--- config.mk ---
export PLATFORM = sky130hd
export DESIGN_NAME = mem_access
export DESIGN_NICKNAME = d
export VERILOG_FILES = /design/src/rtl/mem_access_pkg.sv /design/src/rtl/dcache_array.sv /design/src/rtl/mem_access.sv
export SDC_FILE = /design/constraint.sdc
export NUM_CORES = 1
export LEC_CHECK = 0
export CORE_MARGIN = 1.5
export CORE_UTILIZATION = 28
export DETAILED_ROUTE_END_ITERATION = 8
export GPL_ROUTABILITY_DRIVEN = 0
export PLACE_DENSITY = 0.84
export REMOVE_ABC_BUFFERS = 1
export SKIP_LAST_GASP = 1
export SLEW_MARGIN = 0
export SYNTH_ARGS = -nofsm -noshare
export SYNTH_HDL_FRONTEND = slang
export SYNTH_HIERARCHICAL = 1
export SYNTH_SLANG_ARGS = --single-unit
--- constraint.sdc ---
create_clock -name clk_i -period 1.65 [get_ports clk_i]
set_input_delay 0.495 -clock clk_i [delete_from_list [all_inputs] [get_ports clk_i]]
set_output_delay 0.495 -clock clk_i [all_outputs]
set_load 0.05 [all_outputs]
--- src/rtl/mem_access_pkg.sv ---
// Shared types and constants for the MEM-stage data access block.
package mem_access_pkg;

  typedef enum logic [1:0] {
    ST_IDLE = 2'd0,
    ST_REQ  = 2'd1,
    ST_DONE = 2'd2
  } state_e;

  // Byte offset of a 32-bit word within the address.
  localparam int WORD_OFFSET = 2;

endpackage

--- src/rtl/dcache_array.sv ---
// Direct-mapped tag/data/valid store: combinational read, registered write, sync valid clear.
// Zero-latency read, write lands on the next edge; no backpressure.
module dcache_array
  import mem_access_pkg::*;
#(
  parameter int INDEX_BITS = 4,
  parameter int TAG_BITS   = 32 - INDEX_BITS - WORD_OFFSET
) (
  input  logic                  clk_i,
  input  logic                  rst_i,
  input  logic [INDEX_BITS-1:0] idx_i,
  input  logic                  we_i,
  input  logic [TAG_BITS-1:0]   wr_tag_i,
  input  logic [31:0]           wr_dat_i,
  output logic                  rd_vld_o,
  output logic [TAG_BITS-1:0]   rd_tag_o,
  output logic [31:0]           rd_dat_o
);

  localparam int LINES = 1 << INDEX_BITS;

  logic [LINES-1:0]    valid_q;
  logic [TAG_BITS-1:0] tag_q  [LINES];
  logic [31:0]         data_q [LINES];

  always_ff @(posedge clk_i) begin
    if (rst_i) begin
      valid_q <= '0;
    end else if (we_i) begin
      valid_q[idx_i] <= 1'b1;
    end
  end

  // Tag and data need no reset: valid gates every use.
  always_ff @(posedge clk_i) begin
    if (we_i) begin
      tag_q[idx_i]  <= wr_tag_i;
      data_q[idx_i] <= wr_dat_i;
    end
  end

  assign rd_vld_o = valid_q[idx_i];
  assign rd_tag_o = tag_q[idx_i];
  assign rd_dat_o = data_q[idx_i];

endmodule

--- src/rtl/mem_access.sv ---
// MEM-stage load/store unit: zero-stall load hits, otherwise IDLE->REQ->DONE over a req/ack memory port.
// Stalls the pipeline from the missing cycle until ack; cache built only with MEM_ACCESS_CACHE_EN.
module mem_access
  import mem_access_pkg::*;
#(
  parameter int INDEX_BITS = 4
) (
  input  logic        clk_i,
  input  logic        rst_i,
  input  logic        MemRead_i,
  input  logic        MemWrite_i,
  input  logic [31:0] Addr_i,
  input  logic [31:0] WriteData_i,
  output logic [31:0] ReadData_o,
  output logic        memStall_o,
  output logic        mem_req_o,
  output logic        mem_we_o,
  output logic [31:0] mem_addr_o,
  output logic [31:0] mem_wdata_o,
  input  logic        mem_ack_i,
  input  logic [31:0] mem_rdata_i
);

  localparam int          TAG_BITS  = 32 - INDEX_BITS - WORD_OFFSET;
  localparam logic [31:0] ADDR_MASK = ~((32'd1 << WORD_OFFSET) - 32'd1);

  state_e      state_q, state_d;
  logic [31:0] result_q, result_d;
  logic        access;
  logic        is_store;
  logic        hit;
  logic [31:0] line_dat;

  assign access   = MemRead_i | MemWrite_i;
  assign is_store = MemWrite_i;

`ifdef MEM_ACCESS_CACHE_EN
  logic [INDEX_BITS-1:0] idx;
  logic [TAG_BITS-1:0]   tag;
  logic [TAG_BITS-1:0]   line_tag;
  logic                  line_vld;
  logic                  arr_we;

  assign idx = Addr_i[INDEX_BITS+WORD_OFFSET-1:WORD_OFFSET];
  assign tag = Addr_i[31:INDEX_BITS+WORD_OFFSET];
  assign hit = line_vld && (line_tag == tag);

  // Load misses allocate; stores only refresh a line they already hit.
  assign arr_we = !rst_i && (state_q == ST_REQ) && mem_ack_i && (!is_store || hit);

  dcache_array #(
    .INDEX_BITS (INDEX_BITS),
    .TAG_BITS   (TAG_BITS)
  ) u_dcache_array (
    .clk_i    (clk_i),
    .rst_i    (rst_i),
    .idx_i    (idx),
    .we_i     (arr_we),
    .wr_tag_i (tag),
    .wr_dat_i (is_store ? WriteData_i : mem_rdata_i),
    .rd_vld_o (line_vld),
    .rd_tag_o (line_tag),
    .rd_dat_o (line_dat)
  );
`else
  assign hit      = 1'b0;
  assign line_dat = '0;
`endif

  always_comb begin
    state_d     = state_q;
    result_d    = result_q;
    ReadData_o  = '0;
    memStall_o  = 1'b0;
    mem_req_o   = 1'b0;
    mem_we_o    = 1'b0;
    mem_addr_o  = '0;
    mem_wdata_o = '0;
    case (state_q)
      ST_IDLE: begin
        if (access) begin
          if (!is_store && hit) begin
            ReadData_o = line_dat;
          end else begin
            memStall_o = 1'b1;
            state_d    = ST_REQ;
          end
        end
      end
      ST_REQ: begin
        mem_req_o   = 1'b1;
        memStall_o  = 1'b1;
        mem_we_o    = is_store;
        mem_addr_o  = Addr_i & ADDR_MASK;
        mem_wdata_o = WriteData_i;
        if (mem_ack_i) begin
          state_d  = ST_DONE;
          result_d = is_store ? '0 : mem_rdata_i;
        end
      end
      ST_DONE: begin
        // Inputs here still describe the served access, so never re-arm from DONE.
        ReadData_o = result_q;
        state_d    = ST_IDLE;
      end
      default: state_d = ST_IDLE;
    endcase
    if (rst_i) begin
      state_d     = ST_IDLE;
      result_d    = '0;
      ReadData_o  = '0;
      memStall_o  = 1'b0;
      mem_req_o   = 1'b0;
      mem_we_o    = 1'b0;
      mem_addr_o  = '0;
      mem_wdata_o = '0;
    end
  end

  always_ff @(posedge clk_i) begin
    if (rst_i) begin
      state_q  <= ST_IDLE;
      result_q <= '0;
    end else begin
      state_q  <= state_d;
      result_q <= result_d;
    end
  end

endmodule

# After elaboration in Yosys (flattened, before gate mapping)
# Cells that the tools add are included.
# op_classes
n_addsub	0
n_mul	0
div_mod_pow	0
n_lt_le_gt_ge	0
n_eq_ne	4
shift	0
mux	17
bitwise_logic	1
reduce_logical	3
# ops
op	count
32-bit 2-to-1 mux	7
1-bit 2-to-1 mux	6
2-bit 2-to-1 mux	2
2-bit inequality test (second input constant)	2
2-bit case mux with 2 select lines	1
2-bit AND reduction	2
2-bit by 1-bit == test with 1-bit output (second input constant)	1
2-bit == test (second input constant)	1
2-bit zero test	1
1-bit case mux with 2 select lines	1
1-bit OR	1
# word_totals
reg_bits	34
latch_bits	0
mem_bits_rw	0
romBits	0
inputBits	101
output_inout_bits	99
wordCells	27
memories	0

# Logic depth before layout (Yosys ltp)
# logic_depth
depth_word	4
mapped_depth	4
ltp_nobuf	2

# Worst setup path after synthesis
# Ideal clock, no wire load.
# synth_timing
path_type	input to output
start	in MemWrite_i
end	out memStall_o
t_arrival_ns	1.743
required_time_ns	1.155
slack_ns	-0.588
path_stages	3
path_buffers	1
path_cell_list	buf_2 nor3_1 nor3_1
# synth_via
elab_chain_cells	4
# synth_lines
element	line	text
start: declaration	mem_access.sv:11	input logic MemWrite_i,
1-bit OR	mem_access.sv:34	assign access = MemRead_i | MemWrite_i;
1-bit 2-to-1 mux	mem_access.sv:81	if (access) begin
1-bit case mux with 2 select lines	mem_access.sv:79	case (state_q)
1-bit 2-to-1 mux	mem_access.sv:108	if (rst_i) begin
end: declaration	mem_access.sv:15	output logic memStall_o,
# Every way passes these cells.

# Worst setup path in the final report
# layout_timing
start	reg state_q[1]
end	out mem_addr_o[14]
# layout_via
elab_chain_cells	3
# layout_lines
element	line	text
start: declaration	mem_access.sv:27	state_e state_q, state_d;
start signal: assignment	mem_access.sv:125	state_q <= state_d;
2-bit by 1-bit == test with 1-bit output	mem_access.sv:79	
32-bit 2-to-1 mux	mem_access.sv:79	
32-bit 2-to-1 mux	mem_access.sv:108	
end: declaration	mem_access.sv:18	output logic [31:0] mem_addr_o,
# Every way passes these cells.

==> Implementation_results.wiki <==
{| class="wikitable"
! Metric !! Value
|-
| Multiplexer share of the synthesized area || 5.601%
|-
| Number of non-filler instances in the completed layout || about 570
|-
| Average instance area after synthesis || 8.248 sq um
|-
| Hold wc startpoint || result_q[14]
|-
| Number of buffers added by the clock tree synthesis step || 5
|-
| Worst path slowest cell || sky130_fd_sc_hd__dfxtp_4
|-
| Flop2flop setup slack || between 0.2 and 0.3 ns
|-
| Synth Area in Adders || 0%
|-
| Main combinational cell family by area after synthesis || simple AND/OR/NAND/NOR gates
|-
| Library cell used as clock root buffer || sky130_fd_sc_hd__clkbuf_8
|-
| Width of the chip || ~91 microns
|-
| Achievable Freq || ~480 MHz
|-
| Endpoints failing hold || 0
|-
| Kind of start point of the critical path || flip-flop
|-
| Clock input transition at the sequential cells of the worst setup and hold paths || approximately 0.070 ns
|-
| Synth Area in Compound Gates || roughly 7.4%
|-
| FF-to-FF Start || state_q[1]
|-
| Max Clock Skew || about 0.0035 ns
|-
| Number of pins exceeding their max-slew limit in the final report || 0
|-
| Number of max-capacitance violations reported || 0
|-
| Post-route worst setup slack || -0.4205 ns
|-
| Area of all placed cells without fillers || 6058 sq um
|-
| Critical Path, Cell by Cell || nor3b_4 -> buf_6 -> buf_12 -> buf_16 -> and2_4 -> buf_12
|-
| DRC violation count after routing || 0
|-
| Final period utilization || 125.5%
|-
| Required time of the worst setup path || between 1 and 1.5 ns
|-
| Wire length of the first global-routing pass || about 21 mm
|-
| Kind of end point of the critical path || primary output
|-
| Final ANT Viol Nets || 0
|-
| Minimum hold slack || 0.4967 ns
|-
| Clock Latency Late Sink || just under 0.3 ns
|-
| Met2 Routed Length || between 7 and 8 mm
|-
| TritonCTS clock tree || done
|-
| Maximum net fanout on the critical path || 8
|-
| Top routing layer in use || met5
|-
| Part of the Yosys area used for sequential elements || between 30% and 40%
|-
| DRT met1 WL || roughly 4.8 mm
|-
| Area inside the core boundary || about 7300 sq um
|-
| Via count of the first global-routing pass || 3107
|-
| Maximum vdd drop || between 0.6 and 0.7 mV
|-
| Number of hold buffers added after cts || 0
|-
| Htree depth || 2
|-
| Number of DRC markers in iteration 0 || 153
|-
| Leak Pwr || 0.002416 uW
|-
| Detail Placement HPWL || 9.130 mm
|-
| Initial core utilization || between 20 and 30%
|-
| Setup TNS || -34.75 ns
|-
| Dominant cells by area after synthesis || sky130_fd_sc_hd__dfxtp_1 32%, sky130_fd_sc_hd__and2_1 22%, sky130_fd_sc_hd__nand2b_1 15%
|-
| Per-cell routed wire length || 25.39 microns
|-
| Worst setup path startpoint || state_q[1]
|-
| Distinct cells, synth || 21
|-
| Critical setup path kind || flip-flop to primary output
|-
| Total power divided by cell area || 509.1 nW/um^2
|-
| Routed vias/inst || around 5.0
|-
| Number of nets at the end of the flow || 575
|-
| Number of synthesized register bits || 34
|-
| Post-Synth XOR/XNOR Area || 0%
|-
| Fraction of layout instances using a drive strength above 1 || 53.38%
|-
| Min-delay worst type || flip-flop to flip-flop
|-
| Netlist Area Pre-Place || between 2000 and 2500 sq um
|-
| Unrepaired setup endpoints after global routing || yes
|-
| Simple-gate share of the synthesized area || between 40% and 50%
|-
| Capture endpoint of the worst hold path || result_q[14]
|-
| TritonRoute pass-1 iters || 4
|-
| Maximum single-stage delay on the critical path || approximately 0.36 ns
|-
| Reg2reg end || result_q[9]
|-
| Data arrival time of the worst path || 1.58 ns
|-
| Period minus WS final || 2.070 ns
|-
| Deepest clock path buffer count || 2
|-
| Overflow after GRT || 0
|-
| Cell area after placement || ~5300 sq um
|-
| Die area || 8193 sq um
|-
| Result of the run || finished with violations
|-
| Post-synthesis to final-layout area growth || 182.5%
|-
| Reg2Reg Depth || 4
|-
| Cell Count Post-Placement || about 550
|-
| GRT Util Overall || a little over a third
|-
| Share of Yosys cell area claimed by the top area cell type || between 30% and 40%
|-
| Total of fill cells in the finished design || between 300 and 400
|-
| Violations in the final reports || negative setup slack
|-
| Num rows || 31
|-
| Via count of the routed design || ~2900
|-
| Maximum number of pins on one net before global-route repair || 25
|-
| Chip height || slightly above 90 microns
|-
| Synth warn || 6
|-
| Antenna diode count || 0
|-
| Number of antenna violations at the first check in global routing || 3
|-
| Setup-failing EPs final || just under 100
|-
| Count of input and output buffers || between 150 and 200
|-
| I/O pin count || 200
|-
| Syn Inst Count || 260
|-
| Sum of routed wire length over all layers || roughly 15 mm
|-
| Met3 Wirelength || 1.371 mm
|-
| Cell mode on critical path || sky130_fd_sc_hd__buf_12
|-
| Most area-hungry cell type in the Yosys netlist || sky130_fd_sc_hd__dfxtp_1
|-
| Count of cells along the worst hold path || 2
|-
| Number of sinks on the clock net || 34
|}
==> cells by family after synthesis <==
family	Yosys count
and+or+nand+nor	166
DFF	34
other	1
AOI/OAI and AO/OA	21
buffers and inverters	26
muxes	12
==> critical path: cells and delay by family, from the launching register on <==
family / cells / cell delay, ns
buf+inv: 4 / 0.53
flops: 1 / 0.36
simple gates: 2 / 0.38
==> cell usage after synthesis, drive strengths merged <==
master	number
conb	1
or3b	12
dfxtp	34
nand2b	53
nor3b	2
a2111oi	1
nand4bb	1
buf	12
and3b	1
inv	1
clkbuf	13
a22oi	20
mux2i	12
nor2	20
and2	75
nor3	2
==> state kept, by name (all words and copies together), names as in the netlist <==
| name | flops |
|---|---|
| result_q | 32 |
| state_q | 2 |
==> final cells by class <==
class	count	area, sq um	share of cell area [%]
clock buffers	6	82.58	1.363
multi-input cells	201	1719	28.38
clock inverters	1	30.03	0.4957
inverters	1	3.754	0.06196
flip-flops and latches	34	685.7	11.32
well taps	99	123.9	2.045
repair buffers	231	3413	56.34
==> layout by cell type, fill, tap and decap left out, types with 2 or more instances in the layout <==
| master | netlist | final |
|---|---|---|
| sky130_fd_sc_hd__conb_1 | 1 | 2 |
| sky130_fd_sc_hd__clkbuf_16 | 0 | 2 |
| sky130_fd_sc_hd__nor3b_4 | 1 | 2 |
| sky130_fd_sc_hd__dfxtp_1 | 34 | 32 |
| sky130_fd_sc_hd__nor2_4 | 0 | 20 |
| sky130_fd_sc_hd__clkbuf_8 | 0 | 6 |
| sky130_fd_sc_hd__buf_6 | 3 | 8 |
| sky130_fd_sc_hd__buf_16 | 0 | 4 |
| sky130_fd_sc_hd__buf_12 | 0 | 101 |
| sky130_fd_sc_hd__mux2i_1 | 12 | 12 |
| sky130_fd_sc_hd__a22oi_1 | 20 | 20 |
| sky130_fd_sc_hd__clkdlybuf4s50_1 | 0 | 95 |
| sky130_fd_sc_hd__buf_4 | 2 | 17 |
| sky130_fd_sc_hd__and2_4 | 0 | 75 |
| sky130_fd_sc_hd__nand2b_4 | 0 | 4 |
| sky130_fd_sc_hd__nand2b_1 | 53 | 49 |
| sky130_fd_sc_hd__or3b_2 | 6 | 6 |
| sky130_fd_sc_hd__or3b_1 | 6 | 6 |
==> power by group <==
group | internal (uW) | switching (uW) | total, uW
Clock | 484 | 327 | 811
Combinational | 742 | 635 | 1380
Sequential | 871 | 25.8 | 896
Total | 2100 | 988 | 3080
==> metal layers <==
layer	vias up	track usage, %
met5	-	0
met4	6	15.21
met3	43	12.63
met2	190	64.60
met1	1389	34.81
li1	1265	-
==> worst max path at each step <==
stage	slack, ns	depth (start not counted)	end
after floorplan	-1.07	2	mem_addr_o[10]
after global placement	-0.74	5	mem_wdata_o[17]
after detailed placement	-0.76	5	mem_wdata_o[9]
after CTS	-0.40	6	mem_addr_o[30]
after global routing	-0.48	6	mem_addr_o[14]
final	-0.42	6	mem_addr_o[14]
==> timing repair <==
| item | CTS | global route |
|---|---|---|
| buffers inserted | 8 | 2 |
| gates cloned | 7 | 2 |
| pin swaps | 49 | 25 |
| resized for setup | 154 | 6 |
| setup endpoints to repair | 129 | 98 |
==> stage by stage <==
step	util (%)	total power, uW	worst slack (ns)
after floorplan	-	1344	-1.071
after CTS	82.45	3041	-0.4025
final	82.64	3085	-0.4205
after global routing	82.64	3153	-0.4769
after detailed placement	71.62	2037	-0.7579
after global placement	71.62	2013	-0.7383
(Power assumes the default switching activity.)
==> RTL change (same settings) <==
Build with the macro `MEM_ACCESS_CACHE_EN` defined.
--- a/src/rtl/mem_access.sv
+++ b/src/rtl/mem_access.sv
@@ -1,5 +1,7 @@
 // MEM-stage load/store unit: zero-stall load hits, otherwise IDLE->REQ->DONE over a req/ack memory port.
 // Stalls the pipeline from the missing cycle until ack; cache built only with MEM_ACCESS_CACHE_EN.
+`define MEM_ACCESS_CACHE_EN
+
 module mem_access
   import mem_access_pkg::*;
 #(
Formal check against the unedited RTL: not equivalent (a bounded check fails within 4 cycles, from zero or initial values and one cycle with rst_i high).
==> RTL change against the original RTL <==
  * The flow still finishes with violations (negative setup slack)
  * Clock skew grew 0.084 ns
  * Wire length grew to 9.9 times the old value
  * Power grew to 18 times the old value
  * Sequential cell count grew 944
  * Register-to-register slack lost 3.2 ns
  * Combinational power grew to 3.5 times the old value
  * Utilization fell by 44 points
  * Synthesized area grew to 18 times the old value
  * Setup slack lost 2.7 ns
  * Fmax decreased by 57%
  * Cell area grew to 8.7 times the old value
  * Synthesized cell count increased to 7.2 times the old value
  * Largest power group is now sequential cells
  * Highest routed layer unchanged
==> RTL change: results (changes against the original RTL) <==
[status]
outcome=finished, violations left
violations=negative setup slack

[worst_setup_path]
r2r_end=u_dcache_array/tag_q[12][25]$_DFFE_PP_
reg2reg_depth=16  ; +12
critical_path.slowest_cell=mux4_2
cp_top_family=simple AND/OR/NAND/NOR gates

[synth]
yosysSeqAreaShare_pct=75.5  ; +44 points
synth_area_leaders=edfxtp_1 (73%), mux4_2 (14%), dfxtp_1 (2.6%)
synth-edff-count=928  ; +928
synth.avg_cell_area_um2=20.5  ; +150%

[routing]
vias=24800  ; +760%
wire_per_inst_um=33.4  ; +32%

[place]
dp_cells=3976  ; +620%
dp_hpwl_um=64600  ; +610%

[clocking]
cts_buffers=91  ; +86
clockBufferDepth=3  ; +1

[finish]
drive_above_1_share_pct=40.8  ; -13 points
nClkBuffers=109  ; +103
antenna_cells=1  ; +1
fillCellCount=11400  ; +3300%
multi_input_area_um2=9440  ; +450%

[grt]
grt_pass1_vias=24200  ; +680%

[timing]
fin_hold_ws_ns=0.405  ; -0.0915 ns
finalWorstSetupSlack_ns=-3.12  ; -2.70 ns
tns_ns=-2715.09  ; -2680.34 ns
setup_viol=1074  ; +1000%

[worst_hold_path]
whs_path_depth=3  ; +1

[floorplanning]
n_tap_cell=1781  ; +1700%

[pwr]
powerDensity_nw_per_um2=1030  ; +100%
vdd_drop_max_uv=886  ; +29%
p_comb_share_pct=8.8  ; -36 points

==> RTL change: cell types whose count changed in the layout (fill, tap and decap cells not counted), moves of 32 or more <==
cell       unedited run  this run
nand3_1               0        34
mux2_2                0        32
buf_12              101       222
clkbuf_16             2       116
a21oi_1               0        48
mux4_2                0       236
buf_4                17       184
a22oi_1              20        97
edfxtp_1              0       928
buf_16                4        38
and2_4               75         1
nand2_1               0        89
and3_1                0        65
nand2b_1             49         2
==> RTL change: how the worst max path moves through the flow <==
| stage | end | slack (ns) | cells past startpoint |
|---|---|---|---|
| finish | ReadData_o[13] | -3.12 | 12 |
| global route | ReadData_o[13] | -3.15 | 12 |
| CTS | ReadData_o[27] | -2.82 | 12 |
| detailed placement | u_dcache_array/data_q[4][15]$_DFFE_PP_ | -2.97 | 16 |
| global placement | u_dcache_array/data_q[12][26]$_DFFE_PP_ | -2.83 | 16 |
| floorplan | u_dcache_array/data_q[0][0]$_DFFE_PP_ | -7.27 | 10 |
==> RTL change: cells by family after synthesis <==
group | share of synthesized area [%]
DFF | 75.5
AOI/OAI and AO/OA | 3.74
other | 0.00981
buffers and inverters | 1.72
xor gates and xnor gates | 0.697
muxes | 14.8
and+or+nand+nor | 3.47
==> RTL change: repair_timing <==
action / 4_1_cts / 5_1_grt
gates cloned: 60 / 29
setup endpoints to repair: 1049 / 1074
gates resized for setup: 139 / 165
pin swaps: 30 / 36
buffers inserted: 67 / 58
==> RTL change: metal layers <==
metal	share of wire (%)	routed length (µm)
met5	0.0090	13
met4	8.5	12300
met3	12	17000
met2	47	67700
met1	33	47200
